`src/rtl/serdesphy_csr_pkg.sv`:
```
// Shared address map and field definitions for the SerDes PHY CSR bank.
package serdesphy_csr_pkg;

    // Global page addresses
    localparam logic [7:0] ADDR_ID      = 8'h00;
    localparam logic [7:0] ADDR_SCRATCH = 8'h01;
    localparam logic [7:0] ADDR_COMMIT  = 8'h02;
    localparam logic [7:0] ADDR_IRQ_SUM = 8'h03;
    localparam logic [7:0] ADDR_GCTRL   = 8'h04;

    // Lane pages start at LANE_STRIDE and repeat every LANE_STRIDE bytes
    localparam logic [7:0] LANE_STRIDE  = 8'h10;

    // Register offsets inside a lane page
    typedef enum logic [3:0] {
        OFS_CTRL   = 4'h0,
        OFS_ACTIVE = 4'h1,
        OFS_STATUS = 4'h2,
        OFS_STICKY = 4'h3,
        OFS_MASK   = 4'h4
    } lane_ofs_e;

    // CTRL byte bit fields
    localparam int CTRL_PHY_EN  = 0;
    localparam int CTRL_TX_EN   = 1;
    localparam int CTRL_RX_EN   = 2;
    localparam int CTRL_CDR_RST = 3;
    localparam int CTRL_PLL_EN  = 4;

    // GCTRL bit fields
    localparam int GCTRL_AUTO_COMMIT = 0;

    // Base address of the register page for lane l
    function automatic logic [7:0] lane_base(input int l);
        return 8'(int'(LANE_STRIDE) * (l + 1));
    endfunction

endpackage

```
`src/rtl/serdesphy_csr_bank_if.sv`:
```
// Register access bus between the I2C slave front end and the CSR bank.
interface serdesphy_csr_bank_if;
    import serdesphy_csr_pkg::*;

    logic [7:0] reg_addr;
    logic [7:0] reg_wdata;
    logic       reg_write_en;
    logic       reg_read_en;
    logic [7:0] reg_rdata;
    logic       reg_rvalid;
    logic       reg_err;

    modport master (
        output reg_addr, reg_wdata, reg_write_en, reg_read_en,
        input  reg_rdata, reg_rvalid, reg_err
    );

    modport slave (
        input  reg_addr, reg_wdata, reg_write_en, reg_read_en,
        output reg_rdata, reg_rvalid, reg_err
    );
endinterface

```
`src/rtl/serdesphy_csr_lane.sv`:
```
// One lane page: status synchroniser, edge detect, sticky/mask and
// shadow/active control double-buffer.
module serdesphy_csr_lane
    import serdesphy_csr_pkg::*;
#(
    parameter logic [7:0] CTRL_RST = 8'h14
) (
    input  logic       clk,
    input  logic       rst_n,
    input  logic [7:0] status_raw,
    input  logic [7:0] wdata,
    input  logic       shadow_we,
    input  logic       sticky_we,
    input  logic       mask_we,
    input  logic       commit,
    input  logic       auto_commit,
    output logic [7:0] ctrl_shadow,
    output logic [7:0] ctrl_active,
    output logic [7:0] status,
    output logic [7:0] sticky,
    output logic [7:0] mask,
    output logic       irq_pending
);

    logic [7:0] s1_reg, s2_reg, s3_reg;
    logic [7:0] sticky_reg, mask_reg;
    logic [7:0] shadow_reg, active_reg;
    logic [7:0] sync_rise;
    logic [7:0] clear_bits;

    // Two-flop synchroniser followed by an edge-detect stage
    always_ff @(posedge clk or negedge rst_n) begin
        if (!rst_n) begin
            s1_reg <= 8'h00;
            s2_reg <= 8'h00;
            s3_reg <= 8'h00;
        end else begin
            s1_reg <= status_raw;
            s2_reg <= s1_reg;
            s3_reg <= s2_reg;
        end
    end

    assign sync_rise  = s2_reg & ~s3_reg;
    assign clear_bits = sticky_we ? wdata : 8'h00;

    // Sticky capture: a set event in the same cycle as a clear wins
    always_ff @(posedge clk or negedge rst_n) begin
        if (!rst_n) begin
            sticky_reg <= 8'h00;
            mask_reg   <= 8'h00;
        end else begin
            sticky_reg <= (sticky_reg & ~clear_bits) | sync_rise;
            if (mask_we) begin
                mask_reg <= wdata;
            end
        end
    end

    // Shadow/active control; commit copies the pre-edge shadow value
    always_ff @(posedge clk or negedge rst_n) begin
        if (!rst_n) begin
            shadow_reg <= CTRL_RST;
            active_reg <= CTRL_RST;
        end else begin
            if (shadow_we) begin
                shadow_reg <= wdata;
            end
            if (commit) begin
                active_reg <= shadow_reg;
            end else if (shadow_we && auto_commit) begin
                active_reg <= wdata;
            end
        end
    end

    assign ctrl_shadow = shadow_reg;
    assign ctrl_active = active_reg;
    assign status      = s2_reg;
    assign sticky      = sticky_reg;
    assign mask        = mask_reg;
    assign irq_pending = |(sticky_reg & mask_reg);

endmodule

```
`src/rtl/serdesphy_csr_bank.sv`:
```
// Multi-lane SerDes PHY CSR bank: global page, per-lane pages, decode,
// read mux, error reporting and the registered interrupt.
module serdesphy_csr_bank
    import serdesphy_csr_pkg::*;
#(
    parameter int         NUM_LANES = 2,
    parameter logic [7:0] CTRL_RST  = 8'h14,
    parameter logic [7:0] ID_VAL    = 8'h20
) (
    input  logic                   clk,
    input  logic                   rst_n,
    serdesphy_csr_bank_if.slave    bus,
    output logic [8*NUM_LANES-1:0] lane_ctrl,
    input  logic [8*NUM_LANES-1:0] lane_status,
    output logic                   irq
);

    logic [7:0] scratch_reg, gctrl_reg;
    logic [7:0] rdata_reg;
    logic       rvalid_reg, err_reg, irq_reg;

    logic [3:0] ofs;
    logic       ofs_ok, global_hit, mapped, read_only, wr_ok, commit_en;
    logic [NUM_LANES-1:0] lane_hit, irq_vec;
    logic [7:0] irq_sum, rd_val;

    logic [7:0] shadow_arr [NUM_LANES];
    logic [7:0] active_arr [NUM_LANES];
    logic [7:0] status_arr [NUM_LANES];
    logic [7:0] sticky_arr [NUM_LANES];
    logic [7:0] mask_arr   [NUM_LANES];

    assign ofs        = bus.reg_addr[3:0];
    assign ofs_ok     = (ofs <= OFS_MASK);
    assign global_hit = (bus.reg_addr[7:4] == 4'h0) && ofs_ok;
    assign mapped     = global_hit || (|lane_hit);
    assign read_only  = (global_hit && (bus.reg_addr == ADDR_ID || bus.reg_addr == ADDR_IRQ_SUM))
                     || ((|lane_hit) && (ofs == OFS_ACTIVE || ofs == OFS_STATUS));
    assign wr_ok      = bus.reg_write_en && mapped && !read_only;
    assign commit_en  = wr_ok && (bus.reg_addr == ADDR_COMMIT);
    assign irq_sum    = 8'(irq_vec);

    for (genvar gi = 0; gi < NUM_LANES; gi++) begin : g_lane
        assign lane_hit[gi] = ((bus.reg_addr & 8'hF0) == lane_base(gi)) && ofs_ok;

        serdesphy_csr_lane #(
            .CTRL_RST (CTRL_RST)
        ) u_lane (
            .clk         (clk),
            .rst_n       (rst_n),
            .status_raw  (lane_status[8*gi +: 8]),
            .wdata       (bus.reg_wdata),
            .shadow_we   (wr_ok && lane_hit[gi] && ofs == OFS_CTRL),
            .sticky_we   (wr_ok && lane_hit[gi] && ofs == OFS_STICKY),
            .mask_we     (wr_ok && lane_hit[gi] && ofs == OFS_MASK),
            .commit      (commit_en && bus.reg_wdata[gi]),
            .auto_commit (gctrl_reg[GCTRL_AUTO_COMMIT]),
            .ctrl_shadow (shadow_arr[gi]),
            .ctrl_active (active_arr[gi]),
            .status      (status_arr[gi]),
            .sticky      (sticky_arr[gi]),
            .mask        (mask_arr[gi]),
            .irq_pending (irq_vec[gi])
        );

        assign lane_ctrl[8*gi +: 8] = active_arr[gi];
    end

    // Read mux over pre-edge state; unmapped and write-only locations read 0
    always_comb begin
        rd_val = 8'h00;
        if (global_hit) begin
            case (bus.reg_addr)
                ADDR_ID:      rd_val = {ID_VAL[7:4], 4'(NUM_LANES)};
                ADDR_SCRATCH: rd_val = scratch_reg;
                ADDR_IRQ_SUM: rd_val = irq_sum;
                ADDR_GCTRL:   rd_val = gctrl_reg;
                default:      rd_val = 8'h00;
            endcase
        end
        for (int l = 0; l < NUM_LANES; l++) begin
            if (lane_hit[l]) begin
                case (ofs)
                    OFS_CTRL:   rd_val = shadow_arr[l];
                    OFS_ACTIVE: rd_val = active_arr[l];
                    OFS_STATUS: rd_val = status_arr[l];
                    OFS_STICKY: rd_val = sticky_arr[l];
                    OFS_MASK:   rd_val = mask_arr[l];
                    default:    rd_val = 8'h00;
                endcase
            end
        end
    end

    // Global read/write registers
    always_ff @(posedge clk or negedge rst_n) begin
        if (!rst_n) begin
            scratch_reg <= 8'h00;
            gctrl_reg   <= 8'h00;
        end else if (wr_ok && global_hit) begin
            if (bus.reg_addr == ADDR_SCRATCH) begin
                scratch_reg <= bus.reg_wdata;
            end
            if (bus.reg_addr == ADDR_GCTRL) begin
                gctrl_reg <= bus.reg_wdata;
            end
        end
    end

    // Registered bus response and interrupt level
    always_ff @(posedge clk or negedge rst_n) begin
        if (!rst_n) begin
            rdata_reg  <= 8'h00;
            rvalid_reg <= 1'b0;
            err_reg    <= 1'b0;
            irq_reg    <= 1'b0;
        end else begin
            rvalid_reg <= bus.reg_read_en;
            rdata_reg  <= bus.reg_read_en ? rd_val : 8'h00;
            err_reg    <= (bus.reg_read_en && !mapped)
                       || (bus.reg_write_en && (!mapped || read_only));
            irq_reg    <= |irq_vec;
        end
    end

    assign bus.reg_rdata  = rdata_reg;
    assign bus.reg_rvalid = rvalid_reg;
    assign bus.reg_err    = err_reg;
    assign irq            = irq_reg;

endmodule

```
`src/flat_wrapper.sv`:
```
// flat-port wrapper written by rule: the top's interface ports become plain ports
module serdesphy_csr_bank_flat import serdesphy_csr_pkg::*;
#(
    parameter int         NUM_LANES = 2,
    parameter logic [7:0] CTRL_RST  = 8'h14,
    parameter logic [7:0] ID_VAL    = 8'h20
)
  (clk, rst_n, lane_ctrl, lane_status, irq, bus_reg_addr, bus_reg_wdata, bus_reg_write_en, bus_reg_read_en, bus_reg_rdata, bus_reg_rvalid, bus_reg_err);
  serdesphy_csr_bank_if bus_i ();
  input  logic clk;
  input  logic rst_n;
  output logic [8*NUM_LANES-1:0] lane_ctrl;
  input  logic [8*NUM_LANES-1:0] lane_status;
  output logic irq;
  input wire logic [$bits(bus_i.reg_addr)-1:0] bus_reg_addr;
  input wire logic [$bits(bus_i.reg_wdata)-1:0] bus_reg_wdata;
  input wire logic [$bits(bus_i.reg_write_en)-1:0] bus_reg_write_en;
  input wire logic [$bits(bus_i.reg_read_en)-1:0] bus_reg_read_en;
  output wire logic [$bits(bus_i.reg_rdata)-1:0] bus_reg_rdata;
  output wire logic [$bits(bus_i.reg_rvalid)-1:0] bus_reg_rvalid;
  output wire logic [$bits(bus_i.reg_err)-1:0] bus_reg_err;
  assign bus_i.reg_addr = bus_reg_addr;
  assign bus_i.reg_wdata = bus_reg_wdata;
  assign bus_i.reg_write_en = bus_reg_write_en;
  assign bus_i.reg_read_en = bus_reg_read_en;
  assign bus_reg_rdata = bus_i.reg_rdata;
  assign bus_reg_rvalid = bus_i.reg_rvalid;
  assign bus_reg_err = bus_i.reg_err;
  serdesphy_csr_bank #(.NUM_LANES(NUM_LANES), .CTRL_RST(CTRL_RST), .ID_VAL(ID_VAL)) u_core (.clk(clk), .rst_n(rst_n), .bus(bus_i), .lane_ctrl(lane_ctrl), .lane_status(lane_status), .irq(irq));
endmodule
```
`config.mk`:
```
export PLATFORM = sky130hd
export DESIGN_NAME = serdesphy_csr_bank_flat
export DESIGN_NICKNAME = d
export VERILOG_FILES = /design/src/rtl/serdesphy_csr_pkg.sv /design/src/rtl/serdesphy_csr_bank_if.sv /design/src/rtl/serdesphy_csr_lane.sv /design/src/rtl/serdesphy_csr_bank.sv /design/src/flat_wrapper.sv
export SDC_FILE = /design/constraint.sdc
export NUM_CORES = 1
export LEC_CHECK = 0
export ABC_AREA = 1
export BUFFER_PORTS_ARGS = -buffer_cell sky130_fd_sc_hd__buf_4
export CORE_MARGIN = 2
export CORE_UTILIZATION = 59
export DETAILED_ROUTE_END_ITERATION = 8
export PLACE_DENSITY = 0.86
export SYNTH_ARGS = -nofsm -noshare
export SYNTH_HDL_FRONTEND = slang
export SYNTH_HIERARCHICAL = 1
export SYNTH_SLANG_ARGS = --single-unit
```
`constraint.sdc`:
```
create_clock -name clk -period 1.2 [get_ports clk]
set_input_delay 0.18 -clock clk [delete_from_list [all_inputs] [get_ports clk]]
set_output_delay 0.18 -clock clk [all_outputs]
set_load 0.05 [all_outputs]
```
==> results of run 1 <==
-- metrics by stage --
| step | cell area, um^2 | hold WS, ns | TNS (ns) | worst slack (ns) |
|---|---|---|---|---|
| after floorplan | 6350 | -0.116 | -19.99 | -0.416 |
| after detailed placement | 7680 | 0.103 | -45.17 | -0.640 |
| after CTS | 9070 | 0.0700 | -3.87 | -0.304 |
| after global placement | 7680 | 0.0962 | -36.86 | -0.524 |
-- cells in the mapped netlist (2+ instances only) --
| library cell | instances | area, um^2 |
|---|---|---|
| nand4_2 | 2 | 25.0 |
| buf_2 | 11 | 55.1 |
| buf_12 | 2 | 40.0 |
| nor2_1 | 36 | 135 |
| nand3_2 | 2 | 20.0 |
| nand2_4 | 2 | 22.5 |
| nand3b_1 | 2 | 15.0 |
| o211ai_1 | 2 | 15.0 |
| nor2_2 | 7 | 43.8 |
| inv_1 | 78 | 293 |
| nand2_1 | 328 | 1230 |
| nor2_4 | 2 | 22.5 |
| inv_8 | 2 | 22.5 |
| nand3_1 | 34 | 170 |
| buf_4 | 4 | 30.0 |
| nand4_1 | 21 | 131 |
| o21ai_0 | 56 | 280 |
| nand2_2 | 6 | 37.5 |
| dfrtp_1 | 131 | 3280 |
| a21oi_1 | 15 | 75.1 |
| dfstp_2 | 8 | 210 |
| inv_2 | 2 | 7.51 |
| buf_6 | 5 | 56.3 |
| nor3_1 | 2 | 10.0 |
| nand2_8 | 2 | 40.0 |
-- metal layers --
layer,GRT overflow,track usage (%)
met4,187,110
met3,6,72.4
met1,7,85.5
met5,0,46.2
met2,438,117
-- cells by family after synthesis --
| group | share of synthesized area, % |
|---|---|
| buffers and inverters | 8.13 |
| flip-flops | 55.4 |
| AO/OA/AOI/OAI | 6.02 |
| AND/OR/NAND/NOR | 30.4 |
-- repair_timing --
| action | CTS |
|---|---|
| resized for setup | 85 |
| hold endpoints to repair | 184 |
| cloned | 3 |
| setup endpoints to repair | 58 |
| pin swaps | 39 |
| buffers inserted | 25 |
| hold buffers | 25 |
==> flow_summary.json, run 1 <==
{
  "outcome": "did not finish",
  "haltStage": "global routing (5_1_grt)",
  "error_line": "[ERROR GRT-0232] Routing congestion too high. Check the congestion heatmap in the GUI.",
  "port_buffers": 62,
  "gp_congestion": 0.903,
  "grt_max_degree": 39,
  "synthCells": 767,
  "grt_repair_worst_endpoint": "lane_ctrl[4]",
  "htreeDepth": 4,
  "fp.dieH_um": 107,
  "place_hpwl_um": 12700,
  "cts_sinks": 139,
  "seq_area_frac_synth_pct": 55.4,
  "synth_enable_flop_cells": 0,
  "ys_warn_count": 6,
  "syn_area_mm2": 0.00630,
  "cts_buffers": 17,
  "synth-main-ff-cell": "dfrtp_1",
  "ioPinCount": 63,
  "ys_ff_latch": 139,
  "chipWidth_um": 107,
  "start_util_pct": 61.0,
  "worstEndpointType": "primary output",
  "grt_overflow": 638,
  "synthArstFlopShare_pct": 100,
  "numPlacedInstances": 1039,
  "rows": 37,
  "grt_use_total_pct": 94.3,
  "clockBufferDepth": 2,
  "cts-root-buf": "clkbuf_8",
  "synth_fp_nets": 803,
  "synth.distinct_cells": 30,
  "syn-mean-instance-area_um2": 8.21
}
==> run 2: changes to the inputs <==
--- a/config.mk
+++ b/config.mk
@@ -8,9 +8,9 @@
 export ABC_AREA = 1
 export BUFFER_PORTS_ARGS = -buffer_cell sky130_fd_sc_hd__buf_4
 export CORE_MARGIN = 2
-export CORE_UTILIZATION = 59
+export CORE_UTILIZATION = 40
 export DETAILED_ROUTE_END_ITERATION = 8
-export PLACE_DENSITY = 0.86
+export PLACE_DENSITY_LB_ADDON = 0.15
 export SYNTH_ARGS = -nofsm -noshare
 export SYNTH_HDL_FRONTEND = slang
 export SYNTH_HIERARCHICAL = 1
==> run 2 against run 1 <==
  * The flow now finishes, with violations (setup timing)
  * Synthesized cell count stayed put
  * Area after synthesis stayed put
==> flow_summary.json, run 2 <==
{
  "nFillCells": 1275,
  "drtIter0Drc": 519,
  "fp.dieH_um": 129,
  "synth_commonest_cells": "328 x nand2_1, 131 x dfrtp_1, 78 x inv_1",
  "clockBufferDepth": 2,
  "ys_ff_latch": 139,
  "chipWidth_um": 129,
  "slew_headroom_pct": 72.6,
  "drv_cap": 0,
  "drc_errors": 0,
  "routed_wl_um": 20600,
  "synth.most_common_cell": "nand2_1",
  "grt_util_met2_pct": 40.0,
  "cts_tree": "built",
  "whs_ns": 0.0773,
  "synth_area_leaders": "dfrtp_1 52%, nand2_1 20%, inv_1 4.7%",
  "syn-mean-instance-area_um2": 8.21,
  "synthCells": 767,
  "synthArstFlopShare_pct": 100,
  "synth_top_area_share_pct": 52.1,
  "multi_input_area_mm2": 0.00291,
  "clock_latency_ns": 0.43,
  "ioPinCount": 63,
  "die_area_mm2": 0.0168,
  "finalCritPeriodShare_pct": 115,
  "finalWorstSetupSlack_ns": -0.185,
  "port_buffers": 62,
  "place_hpwl_um": 13500,
  "place_area_mm2": 0.00792,
  "drive_gt1_share_pct": 40.6,
  "synth_enable_flop_cells": 0,
  "drt_pass1_iterations": 5,
  "p_leak_nw": 5.03,
  "ant_nets": 0,
  "ys_warn_count": 6,
  "grt_first_pass_wirelength_um": 32000,
  "grt_max_degree": 38,
  "regArea_mm2": 0.00349,
  "final_max_slew_viol_count": 0,
  "path_delay_family": "simple AND/OR/NAND/NOR gates",
  "cts_buffers": 17,
  "synth.distinct_cells": 30,
  "hold_class": "in -> reg",
  "vias_per_cell": 4.98,
  "final-hold-violation-count": 0,
  "grtUsageMet3_pct": 5.70,
  "fin_skew_ns": 0.0146,
  "required_ns": 1.51,
  "core_mm2": 0.0153,
  "grt_use_total_pct": 25.6,
  "avgRoutedWirePerCell_um": 16.9,
  "setup_viol": 82,
  "ir_drop_v": 0.000963,
  "synth_top_area_cell": "dfrtp_1",
  "outcome": "finished, violations left",
  "start_util_pct": 41.1,
  "critPathArrivalTime_ns": 1.70,
  "clk_pin_slew_ns": 0.06,
  "end_kind": "flip-flop",
  "grt_overflow": 0,
  "rsz0062_at_grt": "true",
  "cts_sinks": 139,
  "final_cell_mix": "261 x nand2_1, 136 x buf_4, 130 x dfrtp_1, 72 x inv_1, 61 x nand2_2",
  "gp_congestion": 0.898,
  "antenna_cells": 0,
  "rows": 45,
  "worstMarginPinSlew_ns": 0.411,
  "seq_area_frac_synth_pct": 55.4,
  "synth-main-ff-cell": "dfrtp_1",
  "path_max_fanout": 7,
  "stdcell_area_mm2": 0.00987,
  "grt_pass1_vias": 5966,
  "critical-path-max-stage-delay_ns": 0.24,
  "violations": "setup timing",
  "final_common_cell": "nand2_1",
  "crit_type": "in -> reg",
  "synth_fp_nets": 803,
  "cts-root-buf": "clkbuf_16",
  "htreeDepth": 4,
  "grtUsageMet1_pct": 35.2,
  "syn_area_mm2": 0.00630,
  "cp_cell_sequence": "buf_6 -> nor2_4 -> buf_6 -> o2111ai_4 -> nor2_4 -> nand3_4 -> nor2_4 -> buf_12 -> inv_16 -> nand2_4 -> nand2_1 -> nand2_1 -> nand2_1",
  "start_kind": "primary input",
  "fmax_mhz": 722,
  "power_density_mw_per_mm2": 1090,
  "cp_slowest_cell": "nor2_4",
  "final_nets": 1031,
  "worstPathBufferInverterCount": 4,
  "grt_antenna_before_repair": 0,
  "busiest_layer": "met2",
  "area_growth_pct": 56.7,
  "vias": 6064,
  "period_minus_slack_ns": 1.38
}
==> run 2: layer usage <==
layer / share of wire, % / vias up
met5: 0 / -
met3: 6.2 / 28
met2: 48 / 232
met4: 1.9 / 0
li1: - / 2859
met1: 44 / 2945
==> run 2: final cells by class <==
cell class              count  share of cell area [%]
well taps                 211                    2.68
clock buffers              23                    4.95
clock inverters             8                   0.837
multi-input cells         524                    29.5
flip-flops and latches    139                    35.4
inverters                  83                    3.54
repair buffers            226                    22.8
repair inverters            4                   0.406
==> run 2: what timing repair did <==
action                                  4_1_cts  5_1_grt
pin swaps                                    56       51
gates resized for setup                     169      113
setup buffers                                31       10
hold endpoints to repair                     48        0
endpoints found under the setup margin       98      105
cloned                                        8        0
hold buffers                                 18        0
==> run 2: worst min-delay path: cells and delay by family <==
| family | cells | cell delay, ns |
|---|---|---|
| buffers and inverters | 1 | 0.19 |
| AND/OR/NAND/NOR | 1 | 0.09 |
| AO/OA/AOI/OAI | 1 | 0.05 |
==> run 2: worst paths after layout <==
check	startpoint	to	slack [ns]	cells past startpoint
max reg2reg	u_core/g_lane[0].u_lane/sticky[6]	u_core/bus.reg_rdata[0]	-0.15	10
min in group asynchronous	rst_n	u_core/g_lane[0].u_lane/status[0]	0.23	2
min	bus_reg_wdata[4]	u_core/g_lane[1].u_lane/ctrl_shadow[4]	0.08	3
max	bus_reg_addr[7]	u_core/g_lane[0].u_lane/ctrl_active[0]	-0.18	13
max in group asynchronous	rst_n	u_core/g_lane[1].u_lane/mask[4]	0.45	3
min reg2reg	u_core/g_lane[1].u_lane/s1_reg[0]	u_core/g_lane[1].u_lane/status[0]	0.35	0
==> run 2: per-stage QoR <==
stage	power, mW	instances	TNS [ns]	utilization (%)	setup WS (ns)
finish	10.8	1218	-7.75	64.4	-0.185
global placement	5.57	1129	-39.87	51.7	-0.529
floorplan	5.11	767	-19.99	-	-0.416
CTS	10.8	1209	-4.88	61.5	-0.206
detailed placement	5.58	1129	-44.30	51.7	-0.617
global route	11.1	1218	-14.36	64.4	-0.253
==> run 2: where the power goes <==
part	switching [mW]	internal, mW
Sequential	0.0452	4.78
Clock	2.03	3.07
Combinational	0.489	0.341
==> run 2: cell families (layout without fill, tap and decap cells) <==
family	count (synthesis)	count (layout)	share of synthesized area [%]
simple gates	448	450	30.4
flops	139	139	55.4
buf+inv	106	344	8.13
compound gates	74	74	6.02
Power figures use the tool's default switching activity.
==> run 3: changes to the inputs <==
==> constraint.sdc (replaced) <==
create_clock -name clk -period 1.45 [get_ports clk]
set_input_delay 0.2175 -clock clk [delete_from_list [all_inputs] [get_ports clk]]
set_output_delay 0.2175 -clock clk [all_outputs]
set_load 0.05 [all_outputs]
==> run 3 against run 2 <==
  * The flow now finishes without violations
  * Via count fell by 7.4%
  * Design area is 14% lower
  * Register-to-register slack improved by 0.20 ns
  * Sequential cell count is the same
  * Critical path depth shrank 3
  * Wire length down 11%
  * Critical path type is now reg -> reg
  * Setup slack improved by 0.24 ns
  * Total power is 18% lower
  * Clock power shrank 16%
==> flow_summary.json, run 3 (synthesis gave the netlist of run 2 again) <==
{
  "power_density_mw_per_mm2": 1040,
  "period_minus_slack_ns": 1.40,
  "final_common_cell": "nand2_1",
  "clock_latency_ns": 0.42,
  "dp_slack_ns": -0.386,
  "power.share.clock_pct": 48.4,
  "final_cell_mix": "319 x nand2_1, 131 x buf_4, 131 x dfrtp_1, 77 x inv_1, 55 x o21ai_0",
  "drive_gt1_share_pct": 25.0,
  "comb_power_share_pct": 6.4,
  "rows": 45,
  "die_area_mm2": 0.0168,
  "gp_congestion": 0.918,
  "drc_errors": 0,
  "min_from": "bus_reg_read_en",
  "final-hold-violation-count": 0,
  "final_max_slew_viol_count": 0,
  "grt_first_pass_wirelength_um": 28900,
  "cts_sinks": 139,
  "r2r_cells": 10,
  "grt_pass1_vias": 5408,
  "cp_common_cell": "nand2_1",
  "start_util_pct": 41.1,
  "ir_drop_v": 0.000920,
  "p_leak_nw": 4.50,
  "avgRoutedWirePerCell_um": 15.9,
  "routed.top_layer": "met4",
  "numPlacedInstances": 1089,
  "start_kind": "flip-flop",
  "grt_overflow": 0,
  "finalWorstSetupSlack_ns": 0.0510,
  "critical-path-max-stage-delay_ns": 0.39,
  "finalCritPeriodShare_pct": 96.5,
  "cp_cell_sequence": "nand2_2 -> nand2_1 -> nor2_1 -> nand2_1 -> nand3_2 -> nand2_2 -> a21oi_4 -> nand3_1 -> nand2_1 -> inv_1",
  "drtIter0Drc": 411,
  "cts_tree": "built",
  "chipWidth_um": 129,
  "final_nets": 963,
  "cts-root-buf": "clkbuf_16",
  "worstMarginPinSlew_ns": 0.376,
  "clk_pin_slew_ns": 0.06,
  "path_max_fanout": 2,
  "switching_share_pct": 23.2,
  "drv_cap": 0,
  "hold_end": "u_core/bus.reg_rvalid",
  "grt_use_total_pct": 23.1,
  "hold_class": "in -> reg",
  "cp_slowest_cell": "dfrtp_1",
  "p_int_mw": 6.79,
  "wl_met2_um": 8880,
  "cts_buffers": 17,
  "fp.dieH_um": 129,
  "nFillCells": 1414,
  "fmax_mhz": 715,
  "antenna_cells": 0,
  "hold_path_depth": 1,
  "switchingPower_mw": 2.05,
  "worstPathBufferInverterCount": 1,
  "place_hpwl_um": 13000,
  "outcome": "complete, no violations",
  "htreeDepth": 4,
  "wl_met3_um": 1110,
  "ant_nets": 0,
  "rsz0062_at_grt": "true",
  "routed_wl_um": 18300,
  "drt_pass1_iterations": 5,
  "power_frac_seq_pct": 45.2,
  "grt_max_degree": 43,
  "layout.cells.non_filler": 1151,
  "setup_viol": 0,
  "vias": 5617,
  "r2r-start": "u_core/g_lane[0].u_lane/sticky[7]",
  "port_buffers": 62,
  "wl_met1_um": 8140,
  "ff2ff_setup_slack_ns": 0.05,
  "slew_headroom_pct": 74.9,
  "path_delay_family": "simple AND/OR/NAND/NOR gates",
  "area_growth_pct": 35.0,
  "ioPinCount": 63,
  "vias_per_cell": 4.88,
  "required_ns": 1.76,
  "fin_skew_ns": 0.00700,
  "end_kind": "flip-flop",
  "core_mm2": 0.0153,
  "clockBufferDepth": 2,
  "critPathArrivalTime_ns": 1.71,
  "r2r-end": "u_core/bus.reg_rdata[0]",
  "grt_antenna_before_repair": 0,
  "crit_type": "reg -> reg"
}
[run 3: routing by layer]
layer | global-route usage, % | up-vias
met4 | 5.63 | 0
met5 | 0 | -
li1 | - | 2706
met2 | 37.6 | 197
met3 | 5.20 | 26
met1 | 31.6 | 2688
[run 3: power by group through the flow]
stage / registers (mW) / logic, mW / clock network (mW)
global route: 4.00 / 0.620 / 4.55
global placement: 4.06 / 0.519 / 0
CTS: 4.00 / 0.562 / 4.38
floorplan: 4.08 / 0.150 / 0
finish: 3.99 / 0.568 / 4.28
detailed placement: 4.06 / 0.524 / 0
[run 3: worst max-delay path by stage]
| stage | start | to | slack, ns | cells after the start |
|---|---|---|---|---|
| 6_report | u_core/g_lane[0].u_lane/sticky[7] | u_core/bus.reg_rdata[0] | 0.05 | 10 |
| 5_1_grt | u_core/g_lane[1].u_lane/mask[4] | u_core/bus.reg_rdata[1] | -0.03 | 10 |
| 4_1_cts | u_core/g_lane[1].u_lane/mask[3] | u_core/bus.reg_rdata[1] | 0.005 | 10 |
| 3_5_place_dp | bus_reg_addr[1] | u_core/g_lane[0].u_lane/ctrl_active[3] | -0.39 | 16 |
| 3_3_place_gp | bus_reg_addr[1] | u_core/bus.reg_rdata[6] | -0.34 | 13 |
| 2_1_floorplan | bus_reg_addr[1] | u_core/g_lane[1].u_lane/ctrl_active[5] | -0.20 | 14 |
[run 3: area by class of cell]
class                   count  area (um^2)  share of cell area (%)
multi-input cells         522         2390                    28.1
inverters                  83          330                    3.89
clock buffers              21          450                    5.30
repair buffers            164         1440                    16.9
flip-flops and latches    139         3490                    41.0
clock inverters            11          135                    1.59
well taps                 211          264                    3.11
[run 3: metrics by stage]
stage	power [mW]	util (%)	hold slack, ns	setup TNS [ns]	cell area, um^2
floorplan	4.23	-	-0.0781	-5.95	6350
global placement	4.58	49.5	0.142	-21.82	7590
detailed placement	4.59	49.5	0.144	-25.76	7590
CTS	8.94	54.6	0.0155	0	8360
global route	9.17	55.5	0.0101	-0.0887	8500
finish	8.84	55.5	0.0311	0	8500
[run 3: timing repair]
action,in CTS,in global routing
gates cloned,0,0
pin swaps,1,12
hold buffers,17,0
setup endpoints to repair,1,39
hold endpoints to repair,43,0
buffers inserted,1,12
resized for setup,2,17
==> run 4: changes to the inputs <==
--- a/config.mk
+++ b/config.mk
@@ -7,6 +7,8 @@
 export LEC_CHECK = 0
 export ABC_AREA = 1
 export BUFFER_PORTS_ARGS = -buffer_cell sky130_fd_sc_hd__buf_4
+export CELL_PAD_IN_SITES_DETAIL_PLACEMENT = 1
+export CELL_PAD_IN_SITES_GLOBAL_PLACEMENT = 1
 export CORE_MARGIN = 2
 export CORE_UTILIZATION = 40
 export DETAILED_ROUTE_END_ITERATION = 8
==> run 4 against run 3 <==
  * Non-clock buffer count up 17
  * Clock skew about the same
  * Total power increased by 2.2%
  * Sequential cell count is the same
  * The flow now finishes with violations (setup timing)
  * Clock power is 4% higher
  * Utilization rose by 1.8 points
  * Largest power group unchanged
  * Design area up 3.2%
  * Sequential share of layout area shrank 1.3 points
  * Sequential power is essentially flat
==> flow_summary.json, run 4 (synthesis gave the netlist of run 2 again) <==
{
  "start_kind": "primary input",
  "final_cell_mix": "311 x nand2_1, 142 x buf_4, 131 x dfrtp_1, 77 x inv_1, 53 x o21ai_0",
  "outcome": "finished, violations left",
  "area_growth_pct": 39.3,
  "r2r_cells": 10,
  "power_density_mw_per_mm2": 1030,
  "fin_util_pct": 57.3,
  "r2r-start": "u_core/g_lane[0].u_lane/mask[5]",
  "grt_use_total_pct": 27.3,
  "grt_max_degree": 52,
  "end_kind": "flip-flop",
  "htreeDepth": 4,
  "fin_tns_setup_ns": -0.0134,
  "start_util_pct": 41.1,
  "antenna_cells": 0,
  "ff2ff_setup_slack_ns": 0.01,
  "r2r-end": "u_core/bus.reg_rdata[0]",
  "rows": 45,
  "vias": 5883,
  "port_buffers": 62,
  "p_total_mw": 9.04,
  "grt_overflow": 0,
  "avgRoutedWirePerCell_um": 18.4,
  "required_ns": 1.81,
  "final-hold-violation-count": 0,
  "cts_buffers": 17,
  "fin_skew_ns": 0.00698,
  "layout.cells.non_filler": 1168,
  "dp_slack_ns": -0.422,
  "drt_pass1_iterations": 5,
  "cts-root-buf": "clkbuf_16",
  "nFillCells": 1826,
  "cts_sinks": 139,
  "hold_end": "u_core/bus.reg_err",
  "hold_class": "in -> reg",
  "finalWorstSetupSlack_ns": -0.0134,
  "worstMarginPinSlew_ns": 0.395,
  "place_area_mm2": 0.00772,
  "drc_errors": 0,
  "min_from": "bus_reg_write_en",
  "hold_path_depth": 3,
  "p_leak_nw": 4.64,
  "rsz0062_at_grt": "true",
  "cts_tree": "built",
  "crit_type": "in -> reg",
  "vias_per_cell": 5.04,
  "clockBufferDepth": 2,
  "ir_drop_v": 0.00112,
  "period_minus_slack_ns": 1.46,
  "path_max_fanout": 5,
  "critPathArrivalTime_ns": 1.83,
  "routed_wl_um": 21500,
  "die_area_mm2": 0.0168,
  "drive_gt1_share_pct": 28.6,
  "place_hpwl_um": 14900,
  "grt_first_pass_wirelength_um": 34200,
  "drv_cap": 0,
  "grt_antenna_before_repair": 0,
  "chipWidth_um": 129,
  "slew_headroom_pct": 73.7,
  "violations": "setup timing",
  "fp.dieH_um": 129,
  "final_max_slew_viol_count": 0,
  "numPlacedInstances": 1107,
  "core_mm2": 0.0153,
  "ant_nets": 0,
  "final_common_cell": "nand2_1",
  "whs_ns": 0.0652,
  "stdcell_area_mm2": 0.00877,
  "final_nets": 980,
  "finalCritPeriodShare_pct": 101,
  "setup_viol": 1,
  "clk_pin_slew_ns": 0.06,
  "fmax_mhz": 683,
  "multi_input_area_mm2": 0.00249,
  "drtIter0Drc": 277,
  "grt_pass1_vias": 6371,
  "regArea_mm2": 0.00349,
  "gp_congestion": 0.855,
  "clock_latency_ns": 0.43,
  "ioPinCount": 63
}
## run 4: repair_timing
item                                    in CTS  in global routing
resized for setup                            6                 47
hold buffers                                18                  0
pin swaps                                    4                 14
hold endpoints to repair                   148                  0
cloned                                       0                  0
buffers inserted                             0                 11
endpoints found under the setup margin       2                 49
## run 4: area by class of cell
cell class              count  share of cell area, %
clock buffers              18                   5.01
clock inverters            14                   1.80
inverters                  83                   3.87
multi-input cells         522                   28.4
flip-flops and latches    139                   39.8
well taps                 211                   3.01
repair buffers            181                   18.2
## run 4: worst max-delay path, stage by stage
cell and delay, ns:
buf_6 0.10, nor2_4 0.14, nor2_2 0.05, nor2_2 0.11, o2111ai_2 0.14, nor2_4 0.24, nand3_4 0.13, nor2_4 0.16
buf_12 0.15, buf_4 0.12, nand2_1 0.06, nand2_1 0.08, nand2_1 0.06, nand2_1 0.06
## run 4: how the worst max path moves through the flow
stage                                         start                                      to
finish                              bus_reg_addr[1]  u_core/g_lane[0].u_lane/ctrl_active[3]
global placement                    bus_reg_addr[2]  u_core/g_lane[0].u_lane/ctrl_active[5]
detailed placement                  bus_reg_addr[1]  u_core/g_lane[1].u_lane/ctrl_active[5]
global route                        bus_reg_addr[1]  u_core/g_lane[0].u_lane/ctrl_active[3]
CTS                 u_core/g_lane[0].u_lane/mask[3]                 u_core/bus.reg_rdata[0]
floorplan                           bus_reg_addr[1]  u_core/g_lane[1].u_lane/ctrl_active[5]
## run 4: layer usage
metal	track usage (%)	share of wire (%)	vias up
met3	5.24	4.7	44
met1	35.9	44	2921
met5	0	0	-
met2	44.6	48	169
met4	11.2	3.1	0
li1	-	-	2749
## run 4: power breakdown
group | switching, mW | internal [mW] | total [mW]
combinational | 0.363 | 0.238 | 0.601
sequential | 0.0388 | 3.96 | 4.00
clock | 1.82 | 2.61 | 4.44
